## config.mk

```make
export PLATFORM = sky130hd
export DESIGN_NAME = lock_sequencer
export DESIGN_NICKNAME = d
export VERILOG_FILES = /design/src/rtl/lock_pkg.sv /design/src/rtl/lock_sequencer_level_compare.sv /design/src/rtl/lock_sequencer.sv
export SDC_FILE = /design/constraint.sdc
export NUM_CORES = 1
export LEC_CHECK = 0
export ABC_CLOCK_PERIOD_IN_PS = 15300
export BUFFER_PORTS_ARGS = -buffer_cell sky130_fd_sc_hd__buf_2
export CAP_MARGIN = 30
export CORE_MARGIN = 4
export CORE_UTILIZATION = 50
export DETAILED_ROUTE_END_ITERATION = 6
export PLACE_DENSITY_LB_ADDON = 0.08
export SLEW_MARGIN = 25
export SYNTH_ARGS = -nofsm -noshare
export SYNTH_HDL_FRONTEND = slang
export SYNTH_SLANG_ARGS = --single-unit
export TNS_END_PERCENT = 1
```

## constraint.sdc

```tcl
create_clock -name clk -period 15.3 [get_ports clk]
set_input_delay 1.53 -clock clk [delete_from_list [all_inputs] [get_ports clk]]
set_output_delay 1.53 -clock clk [all_outputs]
set_load 0.01 [all_outputs]
```

## src/rtl/lock_pkg.sv

```systemverilog
// Shared types and command-bit layout for the canal lock sequencer.
package lock_pkg;

  localparam int unsigned CMD_W = 7;

  localparam int unsigned CMD_LOWER  = 0;
  localparam int unsigned CMD_RAISE  = 1;
  localparam int unsigned CMD_INNER  = 2;
  localparam int unsigned CMD_OUTER  = 3;
  localparam int unsigned CMD_ARRIVE = 4;
  localparam int unsigned CMD_DEPART = 5;
  localparam int unsigned CMD_RSVD   = 6;

  typedef logic [CMD_W-1:0] cmd_t;

  typedef enum logic [2:0] {
    IDLE,
    EQ_ENTRY,
    OPEN_ENTRY,
    CLOSE_ENTRY,
    EQ_EXIT,
    OPEN_EXIT,
    CLOSE_EXIT,
    FAULT
  } state_t;

  typedef enum logic {
    IN,
    OUT
  } dir_t;

  // Water-moving command; the compare guarantees raise and lower are exclusive.
  function automatic cmd_t water_cmd(input logic raise, input logic lower);
    cmd_t c;
    c = '0;
    c[CMD_RAISE] = raise;
    c[CMD_LOWER] = lower;
    return c;
  endfunction

  // Gate command for the entry (entry=1) or exit side of a passage in direction d.
  function automatic cmd_t gate_cmd(input dir_t d, input logic entry);
    cmd_t c;
    logic outer;
    c = '0;
    outer = ((d == IN) == entry);
    c[CMD_OUTER]  = outer;
    c[CMD_INNER]  = ~outer;
    c[CMD_ARRIVE] = entry;
    c[CMD_DEPART] = ~entry;
    return c;
  endfunction

endpackage

```

## src/rtl/lock_sequencer_level_compare.sv

```systemverilog
// Compares the chamber level against a target with saturating +/- tolerance.
module level_compare #(
  parameter int unsigned LVL_W = 8,
  parameter int unsigned TOL   = 1
) (
  input  logic [LVL_W-1:0] lock,
  input  logic [LVL_W-1:0] target,
  output logic             need_raise,
  output logic             need_lower,
  output logic             equal
);

  localparam int unsigned EW = LVL_W + 1;

  logic [EW-1:0] lock_ext;
  logic [EW-1:0] target_ext;
  logic [EW-1:0] tol_ext;
  logic [EW-1:0] max_ext;
  logic [EW-1:0] lo;
  logic [EW-1:0] hi_raw;
  logic [EW-1:0] hi;

  // Extra bit keeps target+TOL from wrapping before saturation.
  always_comb begin
    lock_ext   = {1'b0, lock};
    target_ext = {1'b0, target};
    tol_ext    = EW'(TOL);
    max_ext    = {1'b0, {LVL_W{1'b1}}};
    lo         = (target_ext >= tol_ext) ? (target_ext - tol_ext) : '0;
    hi_raw     = target_ext + tol_ext;
    hi         = (hi_raw > max_ext) ? max_ext : hi_raw;
    need_raise = (lock_ext < lo);
    need_lower = (lock_ext > hi);
    equal      = ~need_raise & ~need_lower;
  end

endmodule

```

## src/rtl/lock_sequencer.sv

```systemverilog
// Canal lock passage sequencer: turns gondola requests into registered lock commands.
module lock_sequencer
  import lock_pkg::*;
#(
  parameter int unsigned LVL_W     = 8,
  parameter int unsigned LEVEL_TOL = 1,
  parameter int unsigned TIMEOUT   = 64
) (
  input  logic             clk,
  input  logic             rst,
  input  logic             req_in,
  input  logic             req_out,
  input  logic             gondola_present,
  input  logic [LVL_W-1:0] inner_level,
  input  logic [LVL_W-1:0] lock_level,
  input  logic [LVL_W-1:0] outer_level,
  output logic [6:0]       cmd,
  output logic             busy,
  output logic             done,
  output logic             fault
);

  localparam int unsigned TMR_W = $clog2(TIMEOUT + 1);

  state_t           state;
  dir_t             dir;
  dir_t             last_dir;
  logic [TMR_W-1:0] timer;

  dir_t             req_dir_c;
  dir_t             sel_dir_c;
  logic             use_exit_c;
  logic [LVL_W-1:0] target_c;
  logic             need_raise_c;
  logic             need_lower_c;
  logic             equal_c;
  logic             waiting_c;
  logic             progress_c;

  // Round-robin arbitration and target selection for the single comparator.
  always_comb begin
    if (req_in && req_out) req_dir_c = (last_dir == OUT) ? IN : OUT;
    else if (req_in)       req_dir_c = IN;
    else                   req_dir_c = OUT;
    sel_dir_c  = (state == IDLE) ? req_dir_c : dir;
    use_exit_c = (state == CLOSE_ENTRY) || (state == EQ_EXIT) ||
                 (state == OPEN_EXIT)   || (state == CLOSE_EXIT);
    target_c   = ((sel_dir_c == IN) != use_exit_c) ? outer_level : inner_level;
  end

  level_compare #(
    .LVL_W (LVL_W),
    .TOL   (LEVEL_TOL)
  ) u_cmp (
    .lock       (lock_level),
    .target     (target_c),
    .need_raise (need_raise_c),
    .need_lower (need_lower_c),
    .equal      (equal_c)
  );

  // Waiting states and the condition that lets each one advance.
  always_comb begin
    waiting_c  = 1'b0;
    progress_c = 1'b0;
    case (state)
      EQ_ENTRY, EQ_EXIT: begin waiting_c = 1'b1; progress_c = equal_c;          end
      OPEN_ENTRY:        begin waiting_c = 1'b1; progress_c = gondola_present;  end
      OPEN_EXIT:         begin waiting_c = 1'b1; progress_c = ~gondola_present; end
      default:           begin waiting_c = 1'b0; progress_c = 1'b0;             end
    endcase
  end

  always_ff @(posedge clk or negedge rst) begin
    if (!rst) begin
      state    <= IDLE;
      dir      <= OUT;
      last_dir <= OUT;
      timer    <= '0;
      cmd      <= '0;
      busy     <= 1'b0;
      done     <= 1'b0;
      fault    <= 1'b0;
    end else begin
      done <= 1'b0;
      case (state)
        IDLE: begin
          cmd  <= '0;
          busy <= 1'b0;
          if (req_in || req_out) begin
            dir   <= req_dir_c;
            state <= EQ_ENTRY;
            timer <= '0;
            busy  <= 1'b1;
            cmd   <= water_cmd(need_raise_c, need_lower_c);
          end
        end
        EQ_ENTRY: begin
          if (progress_c) begin
            state <= OPEN_ENTRY;
            timer <= '0;
            cmd   <= gate_cmd(dir, 1'b1);
          end else begin
            timer <= timer + TMR_W'(1);
            cmd   <= water_cmd(need_raise_c, need_lower_c);
          end
        end
        OPEN_ENTRY: begin
          if (progress_c) begin
            state <= CLOSE_ENTRY;
            timer <= '0;
            cmd   <= '0;
          end else begin
            timer <= timer + TMR_W'(1);
            cmd   <= gate_cmd(dir, 1'b1);
          end
        end
        CLOSE_ENTRY: begin
          state <= EQ_EXIT;
          timer <= '0;
          cmd   <= water_cmd(need_raise_c, need_lower_c);
        end
        EQ_EXIT: begin
          if (progress_c) begin
            state <= OPEN_EXIT;
            timer <= '0;
            cmd   <= gate_cmd(dir, 1'b0);
          end else begin
            timer <= timer + TMR_W'(1);
            cmd   <= water_cmd(need_raise_c, need_lower_c);
          end
        end
        OPEN_EXIT: begin
          if (progress_c) begin
            state <= CLOSE_EXIT;
            timer <= '0;
            cmd   <= '0;
          end else begin
            timer <= timer + TMR_W'(1);
            cmd   <= gate_cmd(dir, 1'b0);
          end
        end
        CLOSE_EXIT: begin
          state    <= IDLE;
          timer    <= '0;
          cmd      <= '0;
          busy     <= 1'b0;
          done     <= 1'b1;
          last_dir <= dir;
        end
        default: begin
          state <= FAULT;
          cmd   <= '0;
          busy  <= 1'b0;
          fault <= 1'b1;
        end
      endcase
      // A waiting state that has used its whole budget overrides the case above.
      if (waiting_c && !progress_c && (timer == TMR_W'(TIMEOUT - 1))) begin
        state <= FAULT;
        timer <= '0;
        cmd   <= '0;
        busy  <= 1'b0;
        fault <= 1'b1;
      end
    end
  end

endmodule

```

==> flow_results.org, run 1 <==
** Status
- Status :: finished, final reports clean

** STA
- Time the worst path needs with I/O delays and setup :: 6.39 ns
- Peak Freq :: 157 MHz
- Slew at the pin closest to its max-slew limit :: 0.650 ns
- In this run the tightest slew margin relative to its limit is 56.2%.
- Setup total negative slack :: 0 ns
- Final-report hold violation count :: 0
- Setup repair after global routing missed its margin :: no
- Part of the cycle the worst path needs :: 41.7%
- On the final layout, the worst clock skew is 0.00346 ns.
- Setup violations remaining at the end of the flow were counted as 0.
- Final Worst Setup Slack :: 8.91 ns
- The tightest hold path in the finished design has a slack of 0.495 ns.
- The number of pins exceeding their max-slew limit in the final report is 0.

** Worst setup path
- Crit path kind :: input port to flip-flop
- For the worst setup path, the data arrival time is 6.51 ns.
- R2R Path End :: timer[6]
- Of all nets on the critical path, the largest fanout is 27.
- The worst setup path is launched from an input port.
- The setup check on the worst reg-to-reg path leaves a slack of 9.42 ns.
- Launch instance of the worst register-to-register path :: state[0]
- The number of cells on the worst reg-to-reg path is 18.
- At the worst endpoint, the required time is 15.43 ns.
- The worst setup path is captured at a flip-flop.

** Yosys
- Counting flops with a built-in enable in the synthesized netlist gives 0.
- Async set-or-reset flop fraction in the synthesized netlist :: 100%
- sky130_fd_sc_hd__nand2_1 is the most common cell in the netlist.
- The biggest area contributor in the post-synthesis netlist is sky130_fd_sc_hd__dfrtp_1.
- Predominant post-synthesis flop cell :: sky130_fd_sc_hd__dfrtp_1
- The netlist uses 53 different library cells.
- Yosys attributes the largest share of cell area to sky130_fd_sc_hd__dfrtp_1 22%, sky130_fd_sc_hd__ha_1 11%, sky130_fd_sc_hd__nand2_1 5.5%, sky130_fd_sc_hd__nor2_1 4.4%, sky130_fd_sc_hd__xor2_1 4.1%.
- Post-synth design cell area :: 0.00212 mm^2
- For this run, the number of Yosys warnings is 0.
- The cell count after synthesis came out at 262.
- Number of synthesized register bits :: 21
- The number of nets in the synthesized netlist is 309.
- Top cell types by occurrence after synthesis :: 31 x sky130_fd_sc_hd__nand2_1, 25 x sky130_fd_sc_hd__nor2_1, 19 x sky130_fd_sc_hd__dfrtp_1, 18 x sky130_fd_sc_hd__ha_1, 17 x sky130_fd_sc_hd__a21oi_1
- Part of the Yosys area used for sequential elements :: 24.9%
- Area share of the largest cell type after synthesis :: 22.5%
- Each instance of the synthesized netlist takes up on average 8.08 um^2.

** Floorplan
- Core Box Area :: 0.00406 mm^2
- The die is 73.1 um tall.
- The initial utilization of the core area, before any placement, comes to 52.2%.
- For this design the top-level I/O count stands at 39.
- The die covers 0.00534 mm^2.
- Die X-Extent :: 73.1 um
- The floorplan has 23 rows.

** Finish
- 0 antenna diodes ended up in the layout.
- Proportion of layout cells with a drive suffix above 1 :: 18.8%
- # nets final :: 341
- Counting the fill cells in the layout gives 375.
- Area overhead of the layout relative to synthesis :: 12.0%

** Route
- Vias after detailed routing :: 2,004
- The count of nets left with antenna violations once routing finished came out at 0.
- Average routed wire per standard cell :: 14.5 um
- Number of DRC violations after detailed routing :: 0
- The first detailed-routing pass ran for 4 iterations.
- 1st-iter DRT viols :: 112
- Summed over all layers, the routed wires come to 4.96 mm.
- Dividing the detail-routed via count by the number of cells gives 5.84.

** Power
- Dividing total power by cell area gives a power density of 184 mW/mm^2.
- The design draws 0.437 mW.
- In this run the static leakage power is 1.09 nW.
- Peak ir drop on the vdd network :: 0.0798 mV

** GRT
- Busiest metal layer after global routing :: met1
- Entering global routing, the biggest net connects 28 pins.
- Global-route wire length before repair :: 8.22 mm
- Global routing consumed, on the met2 layer, 27.8% of the routing resources.
- Overflow left after global routing :: 0
- Total Routing Usage GR :: 19.1%
- Global routing used 3.17% of the available met3 tracks.
- The number of antenna violations at the first check in global routing came to 0.
- For met1 alone, demand over resource in global routing was 30.5%.
- The via count of the first global-routing pass is 1,754.

** Place
- Buffers on Ports :: 37
- Detailed placement finished with a half-perimeter wire length of 3.97 mm.
- At the end of routability-driven placement, the weighted congestion stood at 0.940.
- Timing analysis after detailed placement gives a worst setup slack of 8.61 ns.

** Worst hold path
- In this run the most critical hold path is launched from fault.
- Hold-critical path endpoint :: fault
- Counting instances, the worst hold path has a depth of 2.
- Min-delay worst type :: flip-flop to flip-flop

** Clock network
- Later-pin clock latency in the skew report :: 0.27 ns
- Clock tree synthesis selected as its root buffer the cell sky130_fd_sc_hd__clkbuf_8.
- Post-cts hold buffer count :: 0
- The number of gates resized after CTS was 0.
- TritonCTS built the clock tree.
- Number of buffers created by CTS :: 3
- CTS built an H-tree with a depth of 1.
- # Post-CTS Setup Buffers :: 0
- The clock passes through at most 2 buffers.
- Counting every sink on the clock net gives 21.
- Clock-pin slew reported for the worst setup and hold paths after clock tree synthesis :: 0.08 ns

** Job
- Max-cap violations in this run came to 0.
## critical path, stage by stage
cell	delay (ns)
sky130_fd_sc_hd__buf_2	0.13
sky130_fd_sc_hd__nand2b_1	0.10
sky130_fd_sc_hd__a21boi_1	0.10
sky130_fd_sc_hd__o41ai_4	0.31
sky130_fd_sc_hd__buf_4	0.33
sky130_fd_sc_hd__mux2_2	0.26
sky130_fd_sc_hd__ha_1	0.22
sky130_fd_sc_hd__or3b_2	0.50
sky130_fd_sc_hd__nor4_1	0.57
sky130_fd_sc_hd__nor2_1	0.13
sky130_fd_sc_hd__ha_1	0.31
sky130_fd_sc_hd__o21ai_0	0.16
sky130_fd_sc_hd__a21oi_1	0.05
sky130_fd_sc_hd__o41ai_1	0.26
sky130_fd_sc_hd__a21oi_1	0.19
sky130_fd_sc_hd__a2111oi_4	0.48
sky130_fd_sc_hd__a221oi_2	0.13
sky130_fd_sc_hd__nor2_1	0.54
sky130_fd_sc_hd__o21ai_0	0.18
## per-layer routing
layer  vias to the layer above  share of wire, %
li1                       1032                 -
met1                       919                53
met2                        51                41
met3                         2               5.7
met4                         0              0.32
met5                         -                 0
## logic make-up after synthesis
kind of cell	synth area share [%]
compound gates	23.9
xor+xnor	4.96
fa+ha+maj	10.6
buf+inv	3.78
flops	24.9
mux	5.91
other cells	0.177
simple gates	25.7
## cell usage in the layout (no fill, tap or decap), drive strengths merged, types with 4 or more instances in the layout
| master | instances |
|---|---|
| nor2 | 25 |
| and3 | 4 |
| dfrtp | 19 |
| buf | 38 |
| o211ai | 5 |
| o31ai | 4 |
| a21o | 5 |
| nand2 | 31 |
| xor2 | 10 |
| nand3 | 9 |
| ha | 18 |
| nor3 | 10 |
| o21ai | 13 |
| mux2i | 8 |
| nand2b | 8 |
| mux2 | 4 |
| inv | 8 |
| a21oi | 17 |
## sequential cells by signal, indices dropped and copies added, names as in the netlist
signal    flops
state         3
timer         7
cmd           6
done          1
busy          1
dir           1
fault         1
last_dir      1
## how the worst max path moves through the flow
stage,slack (ns),from,to
after floorplan,9.09,req_out,timer[1]
after global placement,8.75,req_out,timer[6]
after detailed placement,8.61,req_out,timer[1]
after CTS,8.92,req_out,timer[6]
after global routing,8.43,req_out,timer[6]
final,8.91,req_out,timer[6]
## stage by stage
| step | std cells | util, % | instance area (um^2) |
|---|---|---|---|
| 3_3_place_gp | 339 | 57.2 | 2320 |
| 2_1_floorplan | 262 | - | 2120 |
| 4_1_cts | 343 | 58.4 | 2370 |
| 6_report | 343 | 58.4 | 2370 |
| 5_1_grt | 343 | 58.4 | 2370 |
| 3_5_place_dp | 339 | 57.2 | 2320 |
## power by group
part	switching [mW]	leakage [nW]	internal, mW	total (mW)
Sequential	0.0248	0.268	0.0751	0.0999
Combinational	0.171	0.804	0.128	0.299
Clock	0.0192	0.0217	0.0184	0.0376
Total	0.215	1.09	0.222	0.437
## layout make-up
class	instances	area (um^2)	share of cell area, %
clock buffer	3	41.3	1.74
inverter	8	30.0	1.27
multi-input combinational	222	1510	63.6
sequential	21	528	22.3
timing repair buffer	38	193	8.13
clock inverter	1	7.51	0.317
tap	50	62.6	2.64
(Power assumes the default switching activity.)
==> run 2, diff against run 1 <==
Settings changed: ABC_CLOCK_PERIOD_IN_PS 15300 to 6600.
Clock period 15.3 ns to 6.6 ns, I/O delays scaled along.
==> run 2 against run 1 <==
Register-to-register slack worse by 8.7 ns. First-iteration DRC count grew 21%. Core utilization is 0.28 points higher. Final cell count increased by 0.58%. Non-clock buffer count is 2 higher. Clock skew decreased by 0.0013 ns. Clock power increased by 130%. Total power up 140%. Global-route usage increased by 0.72 points. Sequential share of layout area fell by 0.11 points.
==> flow_results.org, run 2 (same netlist as run 1, synthesis figures left out) <==
** Status
- The run finished with clean final reports.

** Finish
- Proportion of layout cells with a drive suffix above 1 :: 19.0%
- Most common cell after layout, fill and taps aside :: sky130_fd_sc_hd__buf_2
- Antenna cells :: 0
- Util after Layout :: 58.7%
- Most flops, register :: timer
- Fin area :: 0.00238 mm^2
- Relative to the synthesized area, the layout overhead comes to 12.5%.
- Counting the fill cells in the layout gives 374.
- # nets final :: 343
- Most frequent cells in the layout :: 37 x sky130_fd_sc_hd__buf_2, 31 x sky130_fd_sc_hd__nand2_1, 25 x sky130_fd_sc_hd__nor2_1
- The register with the most flip-flops in the layout has 7 of them.
- Biggest regs :: timer: 7 flops, cmd: 6 flops, state: 3 flops

** Job
- The tool flagged a number of max-cap violations equal to 0.

** Floorplan
- Full die area :: 0.00534 mm^2
- Measured along the y axis, the die boundary spans 73.1 um.
- Initial core utilization :: 52.2%
- Number of core rows :: 23
- Die X-Extent :: 73.1 um
- Core Box Area :: 0.00406 mm^2
- 39 I/O pins were placed.

** STA
- Setup total negative slack on the finished layout was measured at 0 ns.
- Max Transition Viols Final :: 0
- After layout, the worst path uses 89.4% of the clock period.
- Slew at the pin closest to its max-slew limit :: 0.751 ns
- The routed design could run at a clock period as short as 5.90 ns.
- Based on the critical path, the design can be clocked at up to 169 MHz.
- Total setup violations reported at the end of the flow :: 0
- Rel. slew slack :: 49.5%
- Setup repair after global routing left no endpoint under its margin.
- Setup slack closes at 0.698 ns.
- Across the routed clock network, the largest skew measured is 0.00211 ns.
- Final-report hold violation count :: 0

** Clock network
- CTS HTree Levels :: 1
- Deepest clock path buffer count :: 2
- Clock-pin slew was measured on the worst setup and hold paths at 0.08 ns.
- TritonCTS built the clock tree.
- Post-cts resize count :: 0
- Post-cts hold buffer count :: 0
- Number of buffers created by CTS :: 3
- Clock tree sinks :: 21
- The tree is rooted in a sky130_fd_sc_hd__clkbuf_8.
- Later-pin clock latency in the skew report :: 0.27 ns
- # Post-CTS Setup Buffers :: 0

** Route
- 1st-iter DRT viols :: 136
- DRT antenna net count :: 0
- Wires add up to 5.07 mm.
- After detailed routing, the number of vias per cell comes to 5.75.
- The first TritonRoute pass finished after 4 iterations.
- Average routed wire per standard cell :: 14.7 um
- In the routed design, unresolved DRC markers number 0.
- Across all layers, the routed design uses 1,985 vias.

** Place
- At the end of routability-driven placement, the weighted congestion stood at 0.918.
- HPWL Detailed :: 4.08 mm
- Timing analysis after detailed placement gives a worst setup slack of 0.743 ns.
- Input and output buffers added on the ports amount to 37.
- Summing all placed instances gives a cell area of 0.00234 mm^2.

** Power
- Power per Cell Area :: 434 mW/mm^2
- VDD sags by at most 0.209 mV.
- Leakage power of the design :: 1.10 nW
- Internal power comes to 0.529 mW.
- Of the total power, the share spent switching nets is 48.8%.
- Sw power :: 0.504 mW
- Combinational logic is responsible for 69.1% of the overall power.
- Share of total power in sequential cells :: 22.4%
- Proportion of power drawn by the clock network :: 8.4%

** Worst setup path
- STA puts the critical path data required time at 6.75 ns.
- Crit-path cells :: nor2_1, a21boi_1, o41ai_4, mux2_2, ha_1, or3b_2, nor4_1, nor2_1, ha_1, o21ai_0, a21oi_1, o41ai_1, a21oi_1, a2111oi_4, nand2_1, a21o_1, a311o_1
- CP peak stage delay :: 0.71 ns
- Worst path arrival time :: 6.06 ns
- The worst setup path is of the flip-flop to flip-flop kind.
- Launch instance of the worst register-to-register path :: state[0]
- Critical path endpoint category :: flip-flop
- STA classifies the critical path startpoint as a flip-flop.
- Depth of the worst register-to-register path :: 17
- Of all nets on the critical path, the largest fanout is 19.
- Startpoint of the worst setup timing path :: state[0]
- Flop2flop setup slack :: 0.70 ns
- Worst-path cell with the longest stage delay :: sky130_fd_sc_hd__o41ai_4

** GRT
- For this run the aggregate overflow at the end of global routing stands at 0.
- Number of antenna violations at the first check in global routing :: 0
- Entering global routing, the biggest net connects 22 pins.
- Global routing used 19.8% of the available tracks across all layers.
- The via count of the first global-routing pass was 1,800.
- Global-route wire length before repair :: 8.44 mm

** Worst hold path
- The worst hold path belongs to the class input port to async pin.
==> run 2: power by group through the flow <==
stage	registers (mW)	clock network [mW]	logic [mW]
5_1_grt	0.241	0.0939	0.803
2_1_floorplan	0.202	0	0.559
4_1_cts	0.230	0.0893	0.714
3_3_place_gp	0.232	0	0.709
6_report	0.232	0.0872	0.714
3_5_place_dp	0.232	0	0.708
==> run 2: worst max-delay path, delay by kind of cell (launching register included) <==
| kind | cells | cell delay [ns] |
|---|---|---|
| multiplexers | 1 | 0.34 |
| AND/OR/NAND/NOR | 5 | 1.64 |
| AO/OA/AOI/OAI | 9 | 2.59 |
| flip-flops | 1 | 0.66 |
| adder cells (fa/ha/maj) | 2 | 0.54 |
==> run 2: cell type report <==
class | instances | area (um^2) | area share (%)
Multi-Input combinational cell | 222 | 1510 | 63.3
Timing Repair Buffer | 40 | 208 | 8.72
Sequential cell | 21 | 528 | 22.2
Clock buffer | 4 | 45.0 | 1.89
Tap cell | 50 | 62.6 | 2.63
Inverter | 8 | 30.0 | 1.26
==> run 2: through the flow <==
step | hold WS [ns] | std cells | power, mW
after detailed placement | 0.487 | 341 | 0.941
after floorplan | 0.364 | 262 | 0.760
after CTS | 0.361 | 345 | 1.03
final | 0.333 | 345 | 1.03
after global routing | 0.375 | 345 | 1.14
after global placement | 0.487 | 341 | 0.941
==> run 2: per-layer routing <==
| metal | wire length [um] | global-route usage, % | up-vias |
|---|---|---|---|
| li1 | - | - | 1029 |
| met1 | 2670 | 31.3 | 900 |
| met5 | 0 | 0 | - |
| met4 | 19 | 1.84 | 0 |
| met3 | 273 | 2.89 | 2 |
| met2 | 2110 | 29.2 | 54 |
==> run 2: final timing paths <==
path / to
worst min-delay path: done
worst min register to register: fault
min in group clk: fault
max in group asynchronous: dir
worst max-delay path: state[1]
worst max register to register: state[1]
